===== src/rtl/skel_pkg.sv =====
// Shared types and helpers for the skeletonization front end.
package skel_pkg;

  typedef enum logic [1:0] {
    ST_IDLE,
    ST_LOAD,
    ST_SETTLE,
    ST_DONE
  } loader_state_t;

  localparam int unsigned N_DEFAULT = 8;
  localparam int unsigned FRAME_PIXELS = N_DEFAULT * N_DEFAULT;

  function automatic int unsigned frame_pixels(input int unsigned n);
    return n * n;
  endfunction

  // Foreground when the unsigned pixel value reaches the threshold.
  function automatic logic binarize(input int unsigned pix, input int unsigned thresh);
    return pix >= thresh;
  endfunction

endpackage


===== src/rtl/frame_loader_if.sv =====
// Pixel stream in plus core write port out, as seen by the loader.
interface frame_loader_if #(
  parameter int unsigned pixelWidth = 8
);
  logic                  s_valid;
  logic [pixelWidth-1:0] s_data;
  logic                  s_last;
  logic                  s_ready;
  logic                  we;
  logic [pixelWidth-1:0] data_in;

  modport master (output s_valid, s_data, s_last, input s_ready, we, data_in);
  modport slave  (input s_valid, s_data, s_last, output s_ready, we, data_in);
endinterface


===== src/rtl/pixel_binarizer.sv =====
// Threshold compare with a registered write strobe and pixel.
module pixel_binarizer
  import skel_pkg::*;
#(
  parameter int unsigned pixelWidth = 8,
  parameter int unsigned THRESH     = 128
) (
  input  logic                  clk,
  input  logic                  rst,
  input  logic                  valid,
  input  logic [pixelWidth-1:0] pix,
  output logic                  we,
  output logic [pixelWidth-1:0] data_in
);

  always_ff @(posedge clk) begin
    if (rst) begin
      we      <= 1'b0;
      data_in <= '0;
    end else begin
      we <= valid;
      if (valid) begin
        data_in <= binarize(32'(pix), THRESH) ? {pixelWidth{1'b1}} : '0;
      end
    end
  end

endmodule


===== src/rtl/frame_loader.sv =====
// Loads one binarized N*N frame into the core, then waits out the mask pass.
module frame_loader
  import skel_pkg::*;
#(
  parameter int unsigned N           = 8,
  parameter int unsigned bitSize     = 6,
  parameter int unsigned pixelWidth  = 8,
  parameter int unsigned THRESH      = 128,
  parameter int unsigned PROC_CYCLES = 256
) (
  input  logic          clk,
  input  logic          rst,
  input  logic          start,
  frame_loader_if.slave bus,
  output logic          busy,
  output logic          frame_done,
  output logic          frame_err
);

  localparam int unsigned CNT_W     = bitSize + 1;
  localparam int unsigned FRAME_PIX = frame_pixels(N);
  localparam int unsigned SET_W     = (PROC_CYCLES > 1) ? $clog2(PROC_CYCLES) : 1;
  localparam logic [CNT_W-1:0] LAST_IDX = CNT_W'(FRAME_PIX - 1);
  localparam logic [SET_W-1:0] SET_END  = SET_W'(PROC_CYCLES - 1);

  loader_state_t    state, state_next;
  logic [CNT_W-1:0] pix_cnt;
  logic [SET_W-1:0] set_cnt;
  logic             hs;
  logic             at_last;

  assign hs      = bus.s_valid & bus.s_ready;
  assign at_last = (pix_cnt == LAST_IDX);

  always_ff @(posedge clk) begin
    if (rst) state <= ST_IDLE;
    else     state <= state_next;
  end

  always_comb begin
    state_next = state;
    unique case (state)
      ST_IDLE:   if (start) state_next = ST_LOAD;
      ST_LOAD: begin
        if (hs) begin
          if (at_last)          state_next = ST_SETTLE;
          else if (bus.s_last)  state_next = ST_DONE;
        end
      end
      ST_SETTLE: if (set_cnt == SET_END) state_next = ST_DONE;
      ST_DONE:   state_next = ST_IDLE;
      default:   state_next = ST_IDLE;
    endcase
  end

  always_comb begin
    bus.s_ready = 1'b0;
    busy        = 1'b0;
    frame_done  = 1'b0;
    bus.s_ready = (state == ST_LOAD);
    busy        = (state != ST_IDLE);
    frame_done  = (state == ST_DONE);
  end

  // Pixel counter restarts on every accepted start.
  always_ff @(posedge clk) begin
    if (rst)                              pix_cnt <= '0;
    else if (state == ST_IDLE && start)   pix_cnt <= '0;
    else if (hs)                          pix_cnt <= pix_cnt + CNT_W'(1);
  end

  always_ff @(posedge clk) begin
    if (rst || state != ST_SETTLE) set_cnt <= '0;
    else                           set_cnt <= set_cnt + SET_W'(1);
  end

  // Sticky until the next start: short frame or missing end marker.
  always_ff @(posedge clk) begin
    if (rst)                                 frame_err <= 1'b0;
    else if (state == ST_IDLE && start)      frame_err <= 1'b0;
    else if (hs && (at_last != bus.s_last))  frame_err <= 1'b1;
  end

  pixel_binarizer #(
    .pixelWidth (pixelWidth),
    .THRESH     (THRESH)
  ) u_bin (
    .clk     (clk),
    .rst     (rst),
    .valid   (hs),
    .pix     (bus.s_data),
    .we      (bus.we),
    .data_in (bus.data_in)
  );

endmodule


===== src/flat_wrapper.sv =====
// flat-port wrapper written by rule: the top's interface ports become plain ports
module frame_loader_flat import skel_pkg::*;
#(
  parameter int unsigned N           = 8,
  parameter int unsigned bitSize     = 6,
  parameter int unsigned pixelWidth  = 8,
  parameter int unsigned THRESH      = 128,
  parameter int unsigned PROC_CYCLES = 256
)
  (clk, rst, start, busy, frame_done, frame_err, bus_s_valid, bus_s_data, bus_s_last, bus_s_ready, bus_we, bus_data_in);
  frame_loader_if #(.pixelWidth(pixelWidth)) bus_i ();
  input  logic clk;
  input  logic rst;
  input  logic start;
  output logic busy;
  output logic frame_done;
  output logic frame_err;
  input wire logic [$bits(bus_i.s_valid)-1:0] bus_s_valid;
  input wire logic [$bits(bus_i.s_data)-1:0] bus_s_data;
  input wire logic [$bits(bus_i.s_last)-1:0] bus_s_last;
  output wire logic [$bits(bus_i.s_ready)-1:0] bus_s_ready;
  output wire logic [$bits(bus_i.we)-1:0] bus_we;
  output wire logic [$bits(bus_i.data_in)-1:0] bus_data_in;
  assign bus_i.s_valid = bus_s_valid;
  assign bus_i.s_data = bus_s_data;
  assign bus_i.s_last = bus_s_last;
  assign bus_s_ready = bus_i.s_ready;
  assign bus_we = bus_i.we;
  assign bus_data_in = bus_i.data_in;
  frame_loader #(.N(N), .bitSize(bitSize), .pixelWidth(pixelWidth), .THRESH(THRESH), .PROC_CYCLES(PROC_CYCLES)) u_core (.clk(clk), .rst(rst), .start(start), .bus(bus_i), .busy(busy), .frame_done(frame_done), .frame_err(frame_err));
endmodule

===== config.mk =====
export PLATFORM = sky130hd
export DESIGN_NAME = frame_loader_flat
export DESIGN_NICKNAME = d
export VERILOG_FILES = /design/src/rtl/skel_pkg.sv /design/src/rtl/frame_loader_if.sv /design/src/rtl/pixel_binarizer.sv /design/src/rtl/frame_loader.sv /design/src/flat_wrapper.sv
export SDC_FILE = /design/constraint.sdc
export NUM_CORES = 1
export LEC_CHECK = 0
export CAP_MARGIN = 20
export CORE_MARGIN = 8
export CORE_UTILIZATION = 42
export DETAILED_ROUTE_END_ITERATION = 12
export MAX_ROUTING_LAYER = met4
export PLACE_DENSITY = 0.7
export SLEW_MARGIN = 40
export SYNTH_ARGS = -nofsm -noshare
export SYNTH_HDL_FRONTEND = slang
export SYNTH_SLANG_ARGS = --single-unit
export TNS_END_PERCENT = 10

===== constraint.sdc =====
create_clock -name clk -period 2.3 [get_ports clk]
set_clock_uncertainty 0.2 [all_clocks]
set_input_delay 0.46 -clock clk [delete_from_list [all_inputs] [get_ports clk]]
set_output_delay 0.46 -clock clk [all_outputs]
set_load 0.01 [all_outputs]

### Word-level counts from Yosys, hierarchy flattened

Index checks and enable logic that the tools add are counted.

| word-level totals | value |
|---|---|
| word-level logic and storage cells | 35 |
| bits in registers | 27 |
| input port bits | 13 |
| output and inout port bits | 13 |

| operators by class | value |
|---|---|
| equal/unequal tests | 11 |
| add/subtract/negate cells | 2 |
| mux-type cells | 7 |
| magnitude comparators | 1 |
| reduce and logical (&&, ||, !) cells | 7 |
| bitwise logic cells | 1 |

Operators by type and width:

| kind | count |
|---|---|
| $mux 2 | 5 |
| $add 8x1->8 const B | 1 |
| $eq 8x8->1 const B | 1 |
| $ge 8x8->1 const B | 1 |
| $mux 8 | 1 |
| $pmux 2 s4 | 1 |
| $add 7x1->7 const B | 1 |
| $eq 7x6->1 const B | 1 |
| $ne 2x2->1 const B | 3 |
| $eq 2x2->1 const B | 2 |
| $reduce_and 4->1 | 1 |
| $ne 3x3->1 const B | 1 |
| $eq 2x1->1 const B | 1 |
| $logic_and 1x1->1 | 2 |
| $logic_not 2->1 | 1 |
| $ne 2x1->1 const B | 1 |
| $reduce_bool 2->1 | 1 |
| $reduce_or 2->1 | 1 |
| $and 1x1->1 | 1 |
| $logic_or 1x1->1 | 1 |
| $ne 1x1->1 | 1 |

### Longest topological paths before layout

| depth | value |
|---|---|
| word-level depth | 4 |
| mapped depth | 8 |
| gate-level depth less buffers | 8 |

### Hierarchy

From an unflattened synthesis, not the netlist that was laid out.

| unflattened totals | value |
|---|---|
| cell total of the unflattened synthesis | 112 |
| area total of the unflattened synthesis | 999.7 sq um |

Modules (own cells, without submodules):

| module | sequential area each (sq um) | cells an instance | times used | area each (sq um) |
|---|---|---|---|---|
| frame_loader | 360.3 | 100 | 1 | 887.1 |
| pixel_binarizer | 40.0 | 12 | 1 | 112.6 |

### Worst setup path after synthesis

OpenSTA, ideal clock, no wires.

| timing | value |
|---|---|
| path type | register -> register |
| start point | register u_core.pix_cnt[0] |
| end point | register u_core.state[1] |
| path slack | 0.153 ns |
| cell stages (with the launch flop) | 9 |
| path buffers | 0 |
| clock period less this slack | 2.147 ns |
| library setup time | 0.116 ns |
| arrival time | 1.831 ns |
| path through | dfxtp_1 -> ha_1 -> nand4_1 -> or3b_1 -> ha_1 -> nand2b_1 -> a2bb2oi_2 -> a211oi_2 -> a41o_1 |

| between the ends | value |
|---|---|
| word-level cells in the longest chain between the ends | 4 |
| elaborated cells on any way between the ends | 6 |
| classes of those cells | eq/ne (2); mux (3); reduce/logical (1) |

RTL lines:

| item | RTL line | RTL |
|---|---|---|
| start, declared | frame_loader.sv:27 | `logic [CNT_W-1:0] pix_cnt;` |
| start signal, assigned | frame_loader.sv:69 | `else if (hs) pix_cnt <= pix_cnt + CNT_W'(1);` |
| $eq 7x6->1 * | frame_loader.sv:33 | `assign at_last = (pix_cnt == LAST_IDX);` |
| $mux 2 | frame_loader.sv:46 | `if (at_last) state_next = ST_SETTLE;` |
| $mux 2 | frame_loader.sv:45 | `if (hs) begin` |
| $pmux 2 s4 | frame_loader.sv:42 | `unique case (state)` |
| end signal, assigned | frame_loader.sv:37 | `else state <= state_next;` |
| end, declared | frame_loader.sv:26 | `loader_state_t state, state_next;` |

Every way passes the cells marked *; elsewhere a longest branch is shown, timed or not. The select of a mux whose other input is x is not followed.
A chain may end at the register's enable or synchronous reset.

### Final worst setup path

| timing | value |
|---|---|
| start point | register u_core.pix_cnt[1] |
| end point | register u_core.state[1] |

The elaborated chain is that of the path after synthesis.

==> results by group <==
Placed design
  – Inst Count DP: 150
  – Placed Instance Area: 1180 um^2
  – GPL Wtd Cong: 0.730
  – Port bufs: 18
  – Post-DP HPWL: 1540 um

Timing
  – Final slew viol count: 0
  – Final hold violation count: 0
  – Final TNS setup: 0 ns
  – Final min period: 2.19 ns
  – Slew margin rel.: 79.7%
  – Fmax: 0.457 GHz
  – Worst Tran Pin Value: 0.304 ns
  – Final setup viols: 0
  – Final Cycle Share: 95.2%

Cells and area
  – Ant diodes: 0
  – Finished Layout Cells: 154
  – Layout net count: 148
  – Share of cells above drive strength 1: 15.1%
  – Final instance area: 1230 um^2
  – Util after Layout: 55.3%
  – Area Growth Syn to Fin: 23.4%
  – Commonest cells after routing, fill and taps aside: 17 x clkdlybuf4s50_1, 16 x dfxtp_1, 12 x nor2_1, 10 x nand2_1, 8 x ha_1
  – Filler instances: 220
  – Most common cell after layout, fill and taps aside: clkdlybuf4s50_1

GRT
  – GRT Total Usage: 9.83%
  – Global-route wire length before repair: 3260 um
  – Largest net degree at the start of global routing: 12
  – Number of global-route vias before repair: 785
  – Overflow after GRT: 0
  – Initial antenna violation count: 0

Setup path
  – Worst setup SP type: register
  – Worst Setup End Kind: register
  – Required @ worst endpoint: 2.31 ns
  – Worst Path Max Fanout: 4
  – CP arrival: 2.20 ns
  – WS Path Type: register to register

Clock tree
  – Clk sinks: 20
  – Worst-path clk slew: 0.10 ns
  – H-tree depth: 1
  – Hold Buf Count CTS: 0
  – CTS root buffer: clkbuf_4
  – Total CTS buffers: 3
  – Worst skew pair latency: 0.31 ns
  – Bufs on Longest Clock Path: 2
  – CTS tree: built
  – Post-CTS Setup Inserts: 0

Floorplan
  – Core area: 2230 um^2
  – I/O Pins: 26
  – Row Count: 17
  – Initial Util: 44.8%
  – Die area: 4200 um^2
  – DIE HEIGHT: 64.8 um
  – DIE WIDTH: 64.8 um

Yosys
  – Fraction of registers with async set/reset: 0%
  – Count of state elements after synthesis: 20
  – Synth Area per Inst: 9.18 um^2
  – Post-synthesis compound-gate area fraction: 12.1%
  – Post-synth EDFFs: 0
  – Syn_nets: 130
  – Area leader, netlist: dfxtp_1
  – Sequential cell area fraction in the yosys report: 40.0%
  – Post-synth design cell area: 1000 um^2
  – Post-synth cell types: 28
  – Syn. warnings: 0
  – Synth area leaders: dfxtp_1 40%, ha_1 10%, xor2_1 6.1%
  – Largest family of logic cells by synthesized area: simple AND/OR/NAND/NOR gates
  – XOR/XNOR Fraction of Synth Area: 7.88%
  – Top FF cell, synth: dfxtp_1
  – Cells after synthesis: 109
  – Synth Area in Simple Gates: 22.0%
  – Synth top area share: 40.0%
  – Multiplexer share of the synthesized area: 0%
  – Synth Area in Adders: 10.0%

Detailed routing
  – Wire length per cell: 12.9 um
  – Antenna viol nets, final: 0
  – DR iter-0 viols: 31
  – Remaining DRCs: 0
  – Via count: 779
  – TritonRoute pass-1 iters: 4
  – Vias/cell: 5.06
  – Routed WL: 1990 um

Power
  – Total chip power: 1.00 mW
  – Leak: 0.474 nW
  – Power density cells: 811 nW/um^2
  – Max IR drop VDD: 0.536 mV

Hold path
  – Worst Hold Class: register to register

Run status
  – Outcome: complete, no violations

Run
  – Max cap viols: 0
area by class of cell:
type | instances | area [um^2] | share of cell area (%)
sequential | 20 | 405 | 32.8
inverter | 6 | 22.5 | 1.82
clock buffer | 4 | 36.3 | 2.94
tap | 28 | 35.0 | 2.84
timing repair buffer | 21 | 201 | 16.3
multi-input combinational | 75 | 534 | 43.3
sequential cells by signal, summed over array words and instances (netlist names):
signal	cells
u_core.u_bin.data_in	1
u_core.set_cnt	8
u_core.pix_cnt	7
u_core.u_bin.we	1
u_core.state	2
u_core.frame_err	1
worst max-delay path, cell delays in order (launching register included):
cell and delay, ns:
dfxtp_2 0.35, ha_1 0.16, nand4_1 0.14, or3b_4 0.41, ha_1 0.18, nand2b_1 0.17
a2bb2oi_4 0.19, a211oi_2 0.09, a41o_1 0.20
worst paths after layout:
| path | depth (start not counted) | slack, ns | endpoint | from |
|---|---|---|---|---|
| worst max-delay path | 8 | 0.11 | u_core.state[1] | u_core.pix_cnt[1] |
| worst min-delay path | 2 | 0.27 | u_core.pix_cnt[1] | u_core.pix_cnt[1] |
| worst max register to register | 8 | 0.11 | u_core.state[1] | u_core.pix_cnt[1] |
| worst min register to register | 2 | 0.27 | u_core.pix_cnt[1] | u_core.pix_cnt[1] |
power breakdown:
| group | leakage [nW] | internal, mW | total (mW) | switching [mW] |
|---|---|---|---|---|
| Combinational | 0.289 | 0.188 | 0.388 | 0.200 |
| Sequential | 0.163 | 0.380 | 0.409 | 0.0295 |
| Clock | 0.0210 | 0.0968 | 0.205 | 0.108 |
| Total | 0.474 | 0.664 | 1.00 | 0.337 |
logic make-up after synthesis:
kind of cell | Yosys count
and+or+nand+nor | 43
DFF | 20
AOI/OAI and AO/OA | 15
buffers and inverters | 14
xor gates and xnor gates | 9
adders and majority gates | 8
timing repair:
| item | 4_1_cts | 5_1_grt |
|---|---|---|
| resized for setup | 3 | 4 |
| endpoints found under the setup margin | 1 | 2 |
| pin swaps | 0 | 2 |
cell usage after synthesis, types with 2 or more instances:
master   number
ha_1          8
inv_1         5
nor2_1       12
xor2_1        7
or3_1         3
a21oi_1       5
o21ai_1       3
xnor2_1       2
nand2_1      10
nand3_1       7
and3_1        2
buf_4         7
nand4_1       4
dfxtp_1      20
stage by stage:
| stage | hold WS [ns] | setup slack [ns] |
|---|---|---|
| CTS | 0.287 | 0.0187 |
| detailed placement | 0.266 | 0.0393 |
| finish | 0.273 | 0.110 |
| floorplan | 0.242 | 0.153 |
| global placement | 0.252 | 0.0700 |
| global route | 0.311 | -0.0209 |
metal layers:
metal | wire length (um) | vias to the layer above | track usage (%) | share of wire (%)
li1 | - | 401 | - | -
met1 | 812 | 359 | 9.38 | 41
met2 | 1070 | 19 | 18.4 | 54
met3 | 111 | 0 | 3.95 | 5.6
met4 | 0 | 0 | 1.63 | 0
met5 | 0 | - | - | 0
No activity file was read; power rests on OpenSTA's default activity.
